**src/rtl/riscv_pkg.sv**
```systemverilog
// Shared definitions for the load/store unit: RISC-V funct3 access sizes,
// LSU state encoding and request legality helpers.
package riscv_pkg;

    localparam logic [2:0] F3_B  = 3'b000;
    localparam logic [2:0] F3_H  = 3'b001;
    localparam logic [2:0] F3_W  = 3'b010;
    localparam logic [2:0] F3_BU = 3'b100;
    localparam logic [2:0] F3_HU = 3'b101;

    typedef enum logic [1:0] {
        IDLE   = 2'd0,
        ACCESS = 2'd1,
        WRITE  = 2'd2,
        RESP   = 2'd3
    } lsu_state_e;

    // Unsigned variants only make sense for loads.
    function automatic logic f3_legal(input logic [2:0] funct3, input logic is_store);
        logic ok_s;
        case (funct3)
            F3_B, F3_H, F3_W: ok_s = 1'b1;
            F3_BU, F3_HU:     ok_s = !is_store;
            default:          ok_s = 1'b0;
        endcase
        return ok_s;
    endfunction

    function automatic logic misaligned(input logic [2:0] funct3, input logic [1:0] addr_lo);
        logic bad_s;
        case (funct3)
            F3_H, F3_HU: bad_s = addr_lo[0];
            F3_W:        bad_s = (addr_lo != 2'b00);
            default:     bad_s = 1'b0;
        endcase
        return bad_s;
    endfunction

endpackage

```
**src/rtl/lsu_lane_align.sv**
```systemverilog
// Byte/halfword lane steering between a 32-bit RAM word and the CPU:
// extended load extraction and read-modify-write merge for sub-word stores.
module lsu_lane_align
    import riscv_pkg::*;
(
    input  logic [31:0] word,
    input  logic [1:0]  addr_lo,
    input  logic [2:0]  funct3,
    input  logic [31:0] wdata,
    output logic [31:0] load_data,
    output logic [31:0] merged
);

    logic [7:0]  byte_s;
    logic [15:0] half_s;

    // Select the addressed lanes out of the word.
    always_comb begin
        byte_s = word[{addr_lo, 3'b000} +: 8];
        if (addr_lo[1]) begin
            half_s = word[31:16];
        end else begin
            half_s = word[15:0];
        end
    end

    // Load result with sign or zero extension.
    always_comb begin
        case (funct3)
            F3_B:    load_data = {{24{byte_s[7]}}, byte_s};
            F3_H:    load_data = {{16{half_s[15]}}, half_s};
            F3_W:    load_data = word;
            F3_BU:   load_data = {24'd0, byte_s};
            F3_HU:   load_data = {16'd0, half_s};
            default: load_data = 32'd0;
        endcase
    end

    // Store merge: new data replaces only its lane, other bytes kept.
    always_comb begin
        merged = word;
        case (funct3)
            F3_B: merged[{addr_lo, 3'b000} +: 8] = wdata[7:0];
            F3_H: begin
                if (addr_lo[1]) begin
                    merged[31:16] = wdata[15:0];
                end else begin
                    merged[15:0] = wdata[15:0];
                end
            end
            F3_W:    merged = wdata;
            default: merged = word;
        endcase
    end

endmodule

```
**src/rtl/lsu_mem_master.sv**
```systemverilog
// Load/store initiator on the single-port data RAM: one request at a time,
// sub-word stores via read-modify-write, one response per request.
module lsu_mem_master
    import riscv_pkg::*;
#(
    parameter logic [31:0] MEM_BASE  = 32'h0000_0000,
    parameter int unsigned MEM_WORDS = 4096
) (
    input  logic        clk,
    input  logic        rst_n,
    input  logic        req_valid_i,
    output logic        req_ready_o,
    input  logic        req_we_i,
    input  logic [2:0]  req_funct3_i,
    input  logic [31:0] req_addr_i,
    input  logic [31:0] req_wdata_i,
    output logic        rsp_valid_o,
    input  logic        rsp_ready_i,
    output logic [31:0] rsp_rdata_o,
    output logic        rsp_err_o,
    output logic        ram_we_o,
    output logic [31:0] ram_addr_o,
    output logic [31:0] ram_wdata_o,
    input  logic [31:0] ram_rdata_i
);

    localparam logic [32:0] MEM_LO   = {1'b0, MEM_BASE};
    localparam logic [32:0] MEM_SPAN = 33'(MEM_WORDS) * 33'd4;

    lsu_state_e  state_r, state_nx_s;
    logic        ready_r, ready_nx_s;
    logic        valid_r, valid_nx_s;
    logic [31:0] rdata_r, rdata_nx_s;
    logic        err_r, err_nx_s;
    logic        ram_we_r, ram_we_nx_s;
    logic [31:0] ram_addr_r, ram_addr_nx_s;
    logic [31:0] ram_wdata_r, ram_wdata_nx_s;

    logic        we_r;
    logic [2:0]  f3_r;
    logic [1:0]  addr_lo_r;
    logic [31:0] wdata_r;

    logic        accept_s;
    logic [32:0] offset_s;
    logic        req_err_s;
    logic [31:0] load_data_s;
    logic [31:0] merged_s;

    assign accept_s = req_valid_i && ready_r;

    // Below-base addresses wrap to a huge offset, so one compare covers both ends.
    always_comb begin
        offset_s  = {1'b0, req_addr_i} - MEM_LO;
        req_err_s = (offset_s >= MEM_SPAN)
                 || misaligned(req_funct3_i, req_addr_i[1:0])
                 || !f3_legal(req_funct3_i, req_we_i);
    end

    lsu_lane_align u_lane_align (
        .word      (ram_rdata_i),
        .addr_lo   (addr_lo_r),
        .funct3    (f3_r),
        .wdata     (wdata_r),
        .load_data (load_data_s),
        .merged    (merged_s)
    );

    // Next-state and next-output logic; all outputs come from registers.
    always_comb begin
        state_nx_s     = state_r;
        ready_nx_s     = ready_r;
        valid_nx_s     = valid_r;
        rdata_nx_s     = rdata_r;
        err_nx_s       = err_r;
        ram_we_nx_s    = 1'b0;
        ram_addr_nx_s  = ram_addr_r;
        ram_wdata_nx_s = ram_wdata_r;
        case (state_r)
            IDLE: begin
                if (accept_s) begin
                    ready_nx_s = 1'b0;
                    if (req_err_s) begin
                        state_nx_s = RESP;
                        valid_nx_s = 1'b1;
                        rdata_nx_s = 32'd0;
                        err_nx_s   = 1'b1;
                    end else begin
                        state_nx_s    = ACCESS;
                        ram_addr_nx_s = {req_addr_i[31:2], 2'b00};
                        if (req_we_i && (req_funct3_i == F3_W)) begin
                            ram_we_nx_s    = 1'b1;
                            ram_wdata_nx_s = req_wdata_i;
                        end else begin
                            ram_we_nx_s = 1'b0;
                        end
                    end
                end else begin
                    state_nx_s = IDLE;
                end
            end
            ACCESS: begin
                if (!we_r) begin
                    state_nx_s = RESP;
                    valid_nx_s = 1'b1;
                    rdata_nx_s = load_data_s;
                    err_nx_s   = 1'b0;
                end else if (f3_r == F3_W) begin
                    state_nx_s = RESP;
                    valid_nx_s = 1'b1;
                    rdata_nx_s = 32'd0;
                    err_nx_s   = 1'b0;
                end else begin
                    // Old word is on ram_rdata_i now; merge it for the write cycle.
                    state_nx_s     = WRITE;
                    ram_we_nx_s    = 1'b1;
                    ram_wdata_nx_s = merged_s;
                end
            end
            WRITE: begin
                state_nx_s = RESP;
                valid_nx_s = 1'b1;
                rdata_nx_s = 32'd0;
                err_nx_s   = 1'b0;
            end
            RESP: begin
                if (rsp_ready_i) begin
                    state_nx_s = IDLE;
                    ready_nx_s = 1'b1;
                    valid_nx_s = 1'b0;
                    rdata_nx_s = 32'd0;
                    err_nx_s   = 1'b0;
                end else begin
                    state_nx_s = RESP;
                end
            end
            default: begin
                state_nx_s = IDLE;
                ready_nx_s = 1'b1;
                valid_nx_s = 1'b0;
                rdata_nx_s = 32'd0;
                err_nx_s   = 1'b0;
            end
        endcase
    end

    // FSM state and output registers.
    always_ff @(posedge clk) begin
        if (!rst_n) begin
            state_r     <= IDLE;
            ready_r     <= 1'b1;
            valid_r     <= 1'b0;
            rdata_r     <= 32'd0;
            err_r       <= 1'b0;
            ram_we_r    <= 1'b0;
            ram_addr_r  <= 32'd0;
            ram_wdata_r <= 32'd0;
        end else begin
            state_r     <= state_nx_s;
            ready_r     <= ready_nx_s;
            valid_r     <= valid_nx_s;
            rdata_r     <= rdata_nx_s;
            err_r       <= err_nx_s;
            ram_we_r    <= ram_we_nx_s;
            ram_addr_r  <= ram_addr_nx_s;
            ram_wdata_r <= ram_wdata_nx_s;
        end
    end

    // Request fields held for the ACCESS/WRITE phases.
    always_ff @(posedge clk) begin
        if (!rst_n) begin
            we_r      <= 1'b0;
            f3_r      <= 3'd0;
            addr_lo_r <= 2'd0;
            wdata_r   <= 32'd0;
        end else if (accept_s) begin
            we_r      <= req_we_i;
            f3_r      <= req_funct3_i;
            addr_lo_r <= req_addr_i[1:0];
            wdata_r   <= req_wdata_i;
        end
    end

    assign req_ready_o = ready_r;
    assign rsp_valid_o = valid_r;
    assign rsp_rdata_o = rdata_r;
    assign rsp_err_o   = err_r;
    // Reset kills a write already on the bus in the same cycle.
    assign ram_we_o    = ram_we_r && rst_n;
    assign ram_addr_o  = ram_addr_r;
    assign ram_wdata_o = ram_wdata_r;

endmodule
```
**config.mk**
```make
export PLATFORM = sky130hd
export DESIGN_NAME = lsu_mem_master
export DESIGN_NICKNAME = d
export VERILOG_FILES = /design/src/rtl/riscv_pkg.sv /design/src/rtl/lsu_lane_align.sv /design/src/rtl/lsu_mem_master.sv
export SDC_FILE = /design/constraint.sdc
export NUM_CORES = 1
export LEC_CHECK = 0
export ABC_AREA = 0
export CORE_ASPECT_RATIO = 1.2
export CORE_UTILIZATION = 55
export CTS_CLUSTER_DIAMETER = 100
export DETAILED_ROUTE_END_ITERATION = 12
export DONT_BUFFER_PORTS = 1
export HOLD_SLACK_MARGIN = 0.06
export PLACE_DENSITY = 0.79
export SLEW_MARGIN = 20
export SYNTH_ARGS = -nofsm -noshare
export SYNTH_HDL_FRONTEND = slang
export SYNTH_HIERARCHICAL = 1
export SYNTH_SLANG_ARGS = --single-unit
```
**constraint.sdc**
```tcl
create_clock -name clk -period 2.6 [get_ports clk]
set_input_delay 0.52 -clock clk [delete_from_list [all_inputs] [get_ports clk]]
set_output_delay 0.52 -clock clk [all_outputs]
set_load 0.1 [all_outputs]
```
* Word-level counts from Yosys, hierarchy flattened *
Cells that the tools add are included.

word-level totals
  flip-flop bits (word level) = 122
  latch bits = 0
  bits in writable memories = 0
  memory bits (read-only) = 0
  bits of input ports = 104
  output and inout port bits = 100
  memories kept = 0

operators by class
  $add $sub $neg = 1
  $mul = 0
  divide/modulo/power cells = 0
  magnitude comparators = 1
  equality and inequality tests = 19
  shift operators = 3
  multiplexer cells = 44
  bitwise logic cells = 1
  reduce and logical (&&, ||, !) cells = 20

operators with widths
  operator                                                                  count
  32-bit two-way mux                                                        10
  32-bit one-hot mux with 5 select lines                                    1
  32-bit one-hot mux with 2 select lines                                    2
  32-bit one-hot mux with 4 select lines                                    1
  16-bit two-way mux                                                        3
  32-bit bitwise mux                                                        1
  32-bit by 15-bit >= comparator with 1-bit output (second input constant)  1
  8-bit by 7-bit variable shift with 32-bit output (first input constant)   1
  32-bit by 6-bit variable part select with 8-bit output                    1
  8-bit by 7-bit variable part select with 32-bit output                    1
  1-bit two-way mux                                                         16
  2-bit inequality test (second input constant)                             7
  3-bit equality test (second input constant)                               4
  1-bit one-hot mux with 2 select lines                                     4
  1-bit one-hot mux with 4 select lines                                     2
  2-bit one-hot mux with 4 select lines                                     1
  5-bit negation with 7-bit output                                          1
  3-bit by 1-bit equality test with 1-bit output (second input constant)    2
  3-bit by 2-bit equality test with 1-bit output (second input constant)    2
  3-bit logical NOT                                                         2
  2-bit two-way mux                                                         3
  3-bit AND reduction                                                       2
  6-bit AND reduction                                                       1
  2-bit nonzero test                                                        3
  other kinds (11)                                                          17

* Logic depth before layout (Yosys ltp) *
  depth in word-level cells = 8
  mapped depth = 11

* Cells and area by module *
Netlist, hierarchy kept.

by module, submodules not included
  module          times used  cells each  area an instance (sq um)
  lsu_mem_master  1           645         5,539.1
  lsu_lane_align  1           286         1,899.3

* Worst setup path after synthesis *
Ideal clock, no wire load.

  kind = in2out
  from = input port rst_n
  to = output port ram_we_o
  arrival = 2.081 ns
  slack = -0.001 ns
  cell stages on the path = 4
  buffers on the path = 3
  path through = clkbuf_1 > clkbuf_1 > clkbuf_1 > and2_1

on the way
  word-level cells in the longest chain between the ends = 1

ends and longest elaborated chain
  what               line                   text
  start, declared    lsu_mem_master.sv:10   input logic rst_n,
  1-bit logical AND  lsu_mem_master.sv:190  assign ram_we_o = ram_we_r && rst_n;
  end, declared      lsu_mem_master.sv:21   output logic ram_we_o,

No other way between the ends.

* Worst setup path in the final report *
  from = register f3_r[0]
  to = register ram_wdata_r[4], in the netlist ram_wdata_o[4]

on the way
  word-level cells in the longest chain between the ends = 5
  elaborated cells between the ends (all ways) = 9
  classes of those cells = 3 x eq/ne; 4 x mux; 2 x reduce/logical

ends and longest elaborated chain
  what                                                                                 line                   text
  start, declared                                                                      lsu_mem_master.sv:40   logic [2:0] f3_r;
  start signal, assigned                                                               lsu_mem_master.sv:179  f3_r <= req_funct3_i;
  3-bit by 1-bit equality test with 1-bit output or 3-bit logical NOT (tied branches)  lsu_lane_align.sv:42   case (funct3)
  32-bit one-hot mux with 2 select lines *                                             lsu_lane_align.sv:42
  named net merged_s[4]                                                                lsu_mem_master.sv:48   logic [31:0] merged_s;
  32-bit two-way mux *                                                                 lsu_mem_master.sv:108  end else if (f3_r == F3_W) begin
  32-bit two-way mux *                                                                 lsu_mem_master.sv:103  if (!we_r) begin
  32-bit one-hot mux with 2 select lines *                                             lsu_mem_master.sv:79   case (state_r)
  end signal, assigned                                                                 lsu_mem_master.sv:166  ram_wdata_r <= ram_wdata_nx_s;
  end, declared                                                                        lsu_mem_master.sv:37   logic [31:0] ram_wdata_r, ram_wdata_nx_s;

Mark *: on every way through the listed nets, which the timed path passes. The rest lies on a longest branch. The select of a mux whose other input is x is not followed.
A chain may end at the register's enable or synchronous reset.

==> results_dict.tcl <==
set metrics [dict create \
    htreeDepth 4 \
    hold_viol 0 \
    post-place-ws_ps 318 \
    clock_latency_ps 440 \
    rsz0062_at_grt "no" \
    cts_resized 0 \
    routed_wl_um 25000 \
    placed_area_um2 8290 \
    antenna_found_initial 0 \
    drtIter0Drc 649 \
    grt_max_degree 83 \
    layout_common_cells "149 x nand2_1, 137 x dfxtp_1, 124 x buf_4" \
    synth_edf_count 0 \
    skew_ps 6.67 \
    slew_viol_final 0 \
    ys_seq_area_share_pct 37.1 \
    crit_arrival_ps 2590 \
    clockBufferDepth 2 \
    yosysWarnings 6 \
    grt_pass1_wl_um 38400 \
    holdPathStages 1 \
    finalSetupViolCount 0 \
    drv_cap 0 \
    clk_pin_slew_ps 70 \
    hpwlAfterDp_um 17900 \
    async_flop_share_pct 0 \
    min_period_ps 2230 \
    path_buf_inv 1 \
    vias 7598 \
    grt-ovfl-total 0 \
    num-nets-final 1104 \
    drc_errors 0 \
    max_freq_mhz 448 \
    peakVddDrop_uv 451 \
    ant_nets 0 \
    synth_compound_area_share_pct 30.5 \
    power_density_nw_per_um2 758 \
    cts_root_buf "clkbuf_16" \
    grt_pass1_vias 7188 \
    n_fill_cell 1113 \
    cp.required_ps 2960 \
    yosys.area_share.simple_pct 19.5 \
    core_um2 13200 \
    path_delay_family "simple AND/OR/NAND/NOR gates" \
    hold_buffers 0 \
    max_slew_margin_pct 38.7 \
    clock_sinks 138 \
    diodes 0 \
    wire_per_inst_um 21.3 \
    cp_num_cells 8 \
    cpMaxStageDelayCell "dfxtp_2" \
    synth.avg_cell_area_um2 7.99 \
    synth-seq-cells 138 \
    num_rows 46 \
    hp-class "primary input to flip-flop" \
    max_stage_delay_ps 500 \
    critPathKind "flip-flop to flip-flop" \
    io_pins 204 \
    synthMuxAreaShare_pct 4.42 \
    track_usage_pct 36.1 \
    crit_chain "buf_4, nor2b_1, a21oi_1, nand2_1, a22o_1, nand3b_1, o21ai_0, a22oi_1" \
    synth_xor_area_share_pct 0 \
    r2r_cells 8 \
    holdWs_ps 192 \
    port_buffers 0 \
    synthFlopType "dfxtp_1" \
    tns_ps 0 \
    synthesis.instances 931 \
    die-width_um 108 \
    cp-start-kind "flip-flop" \
    post-place-cells 1144 \
    seqCellArea_um2 2760 \
    yosysUniqueCellTypes 62 \
    die-area_um2 14000 \
    area_growth_pct 19.5 \
    final_cells 1176 \
    firstDrtPassIters 5 \
    dieHeight_um 129 \
    setup_ws_ps 369 \
    p_leak_nw 3.81 \
    final_area_um2 8890 \
    crit_path_max_fanout 16 \
    drive_gt1_share_pct 19.0 \
    viasPerCell 6.46 \
    worst_slew_pin_slew_ps 920 \
    synth_top_family_by_area "compound AO/OA/AOI/OAI gates" \
    syn_area_um2 7440 \
    gp_congestion 1.03 \
    outcome "completed" \
    post-route-period-util_pct 85.8 \
    layout_commonest_cell "nand2_1" \
    cts_buffers 17 \
    cts_tree "yes" \
    synth_fa_ha_area_share_pct 0.841 \
    cts_setup_buffers 0 \
    multiInputGateArea_um2 4130 \
    start_util_pct 56.4 \
    critPathCaptureType "flip-flop" \
]
-- synth_stat cells, types with 8 or more instances --
cell type	n	area, µm²
nand2_1	149	559
dfxtp_1	138	2760
a21oi_1	87	435
o21ai_0	80	400
clkbuf_1	58	218
a22oi_1	42	315
inv_1	40	150
nor2_1	39	146
nand3b_1	32	240
o31ai_1	32	240
a221o_1	28	280
mux2i_1	28	280
and3_1	21	131
a21o_1	14	105
buf_2	14	70.1
nor2b_1	10	62.6
o32a_1	9	90.1
buf_6	8	90.1
nor4_1	8	50.1
-- registers in the layout (all words and copies together) (netlist names), 2 cells and up --
name / count
ram_addr_o: 30
addr_lo_r: 2
f3_r: 3
ram_wdata_o: 32
state_r: 2
wdata_r: 32
rsp_rdata_o: 32
-- final cells by class --
class,instances,area share [%]
clock inverters,14,1.73
inverters,42,1.77
multi-input cells,667,46.5
well taps,168,2.37
clock buffers,18,4.94
flip-flops and latches,138,31.1
repair buffers,129,11.6
-- cells by family after synthesis --
logic type / Yosys count
AOI/OAI and AO/OA: 332
and+or+nand+nor: 296
DFF: 138
buffers and inverters: 127
muxes: 32
adders and majority gates: 5
other: 1
-- worst paths after layout --
| path | slack, ps | from | to |
|---|---|---|---|
| setup reg to reg | 370 | f3_r[0]$_SDFFE_PN0P_ | ram_wdata_o[4]$_SDFFE_PN0P_ |
| hold reg to reg | 460 | wdata_r[16]$_SDFFE_PN0P_ | wdata_r[16]$_SDFFE_PN0P_ |
| hold / removal | 190 | rst_n | req_ready_o$_SDFFE_PN1P_ |
| setup / recovery | 370 | f3_r[0]$_SDFFE_PN0P_ | ram_wdata_o[4]$_SDFFE_PN0P_ |
-- per-stage QoR --
stage | utilization [%] | total power, mW
3_3_place_gp | 62.9 | 4.28
4_1_cts | 67.4 | 6.73
6_report | 67.4 | 6.74
5_1_grt | 67.4 | 6.95
2_1_floorplan | - | 3.91
3_5_place_dp | 62.9 | 4.30
-- power breakdown --
part / internal (mW) / total (mW) / switching [mW]
sequential: 2.26 / 2.38 / 0.121
combinational: 0.547 / 1.91 / 1.37
clock: 1.38 / 2.45 / 1.06
-- layer usage --
layer / vias up / track usage [%] / part of all wire (%)
li1: 3480 / - / -
met1: 3586 / 42.5 / 37
met2: 454 / 60.0 / 48
met3: 78 / 10.6 / 11
met4: 0 / 17.5 / 3.4
met5: - / 0 / 0
(Power assumes the default switching activity.)
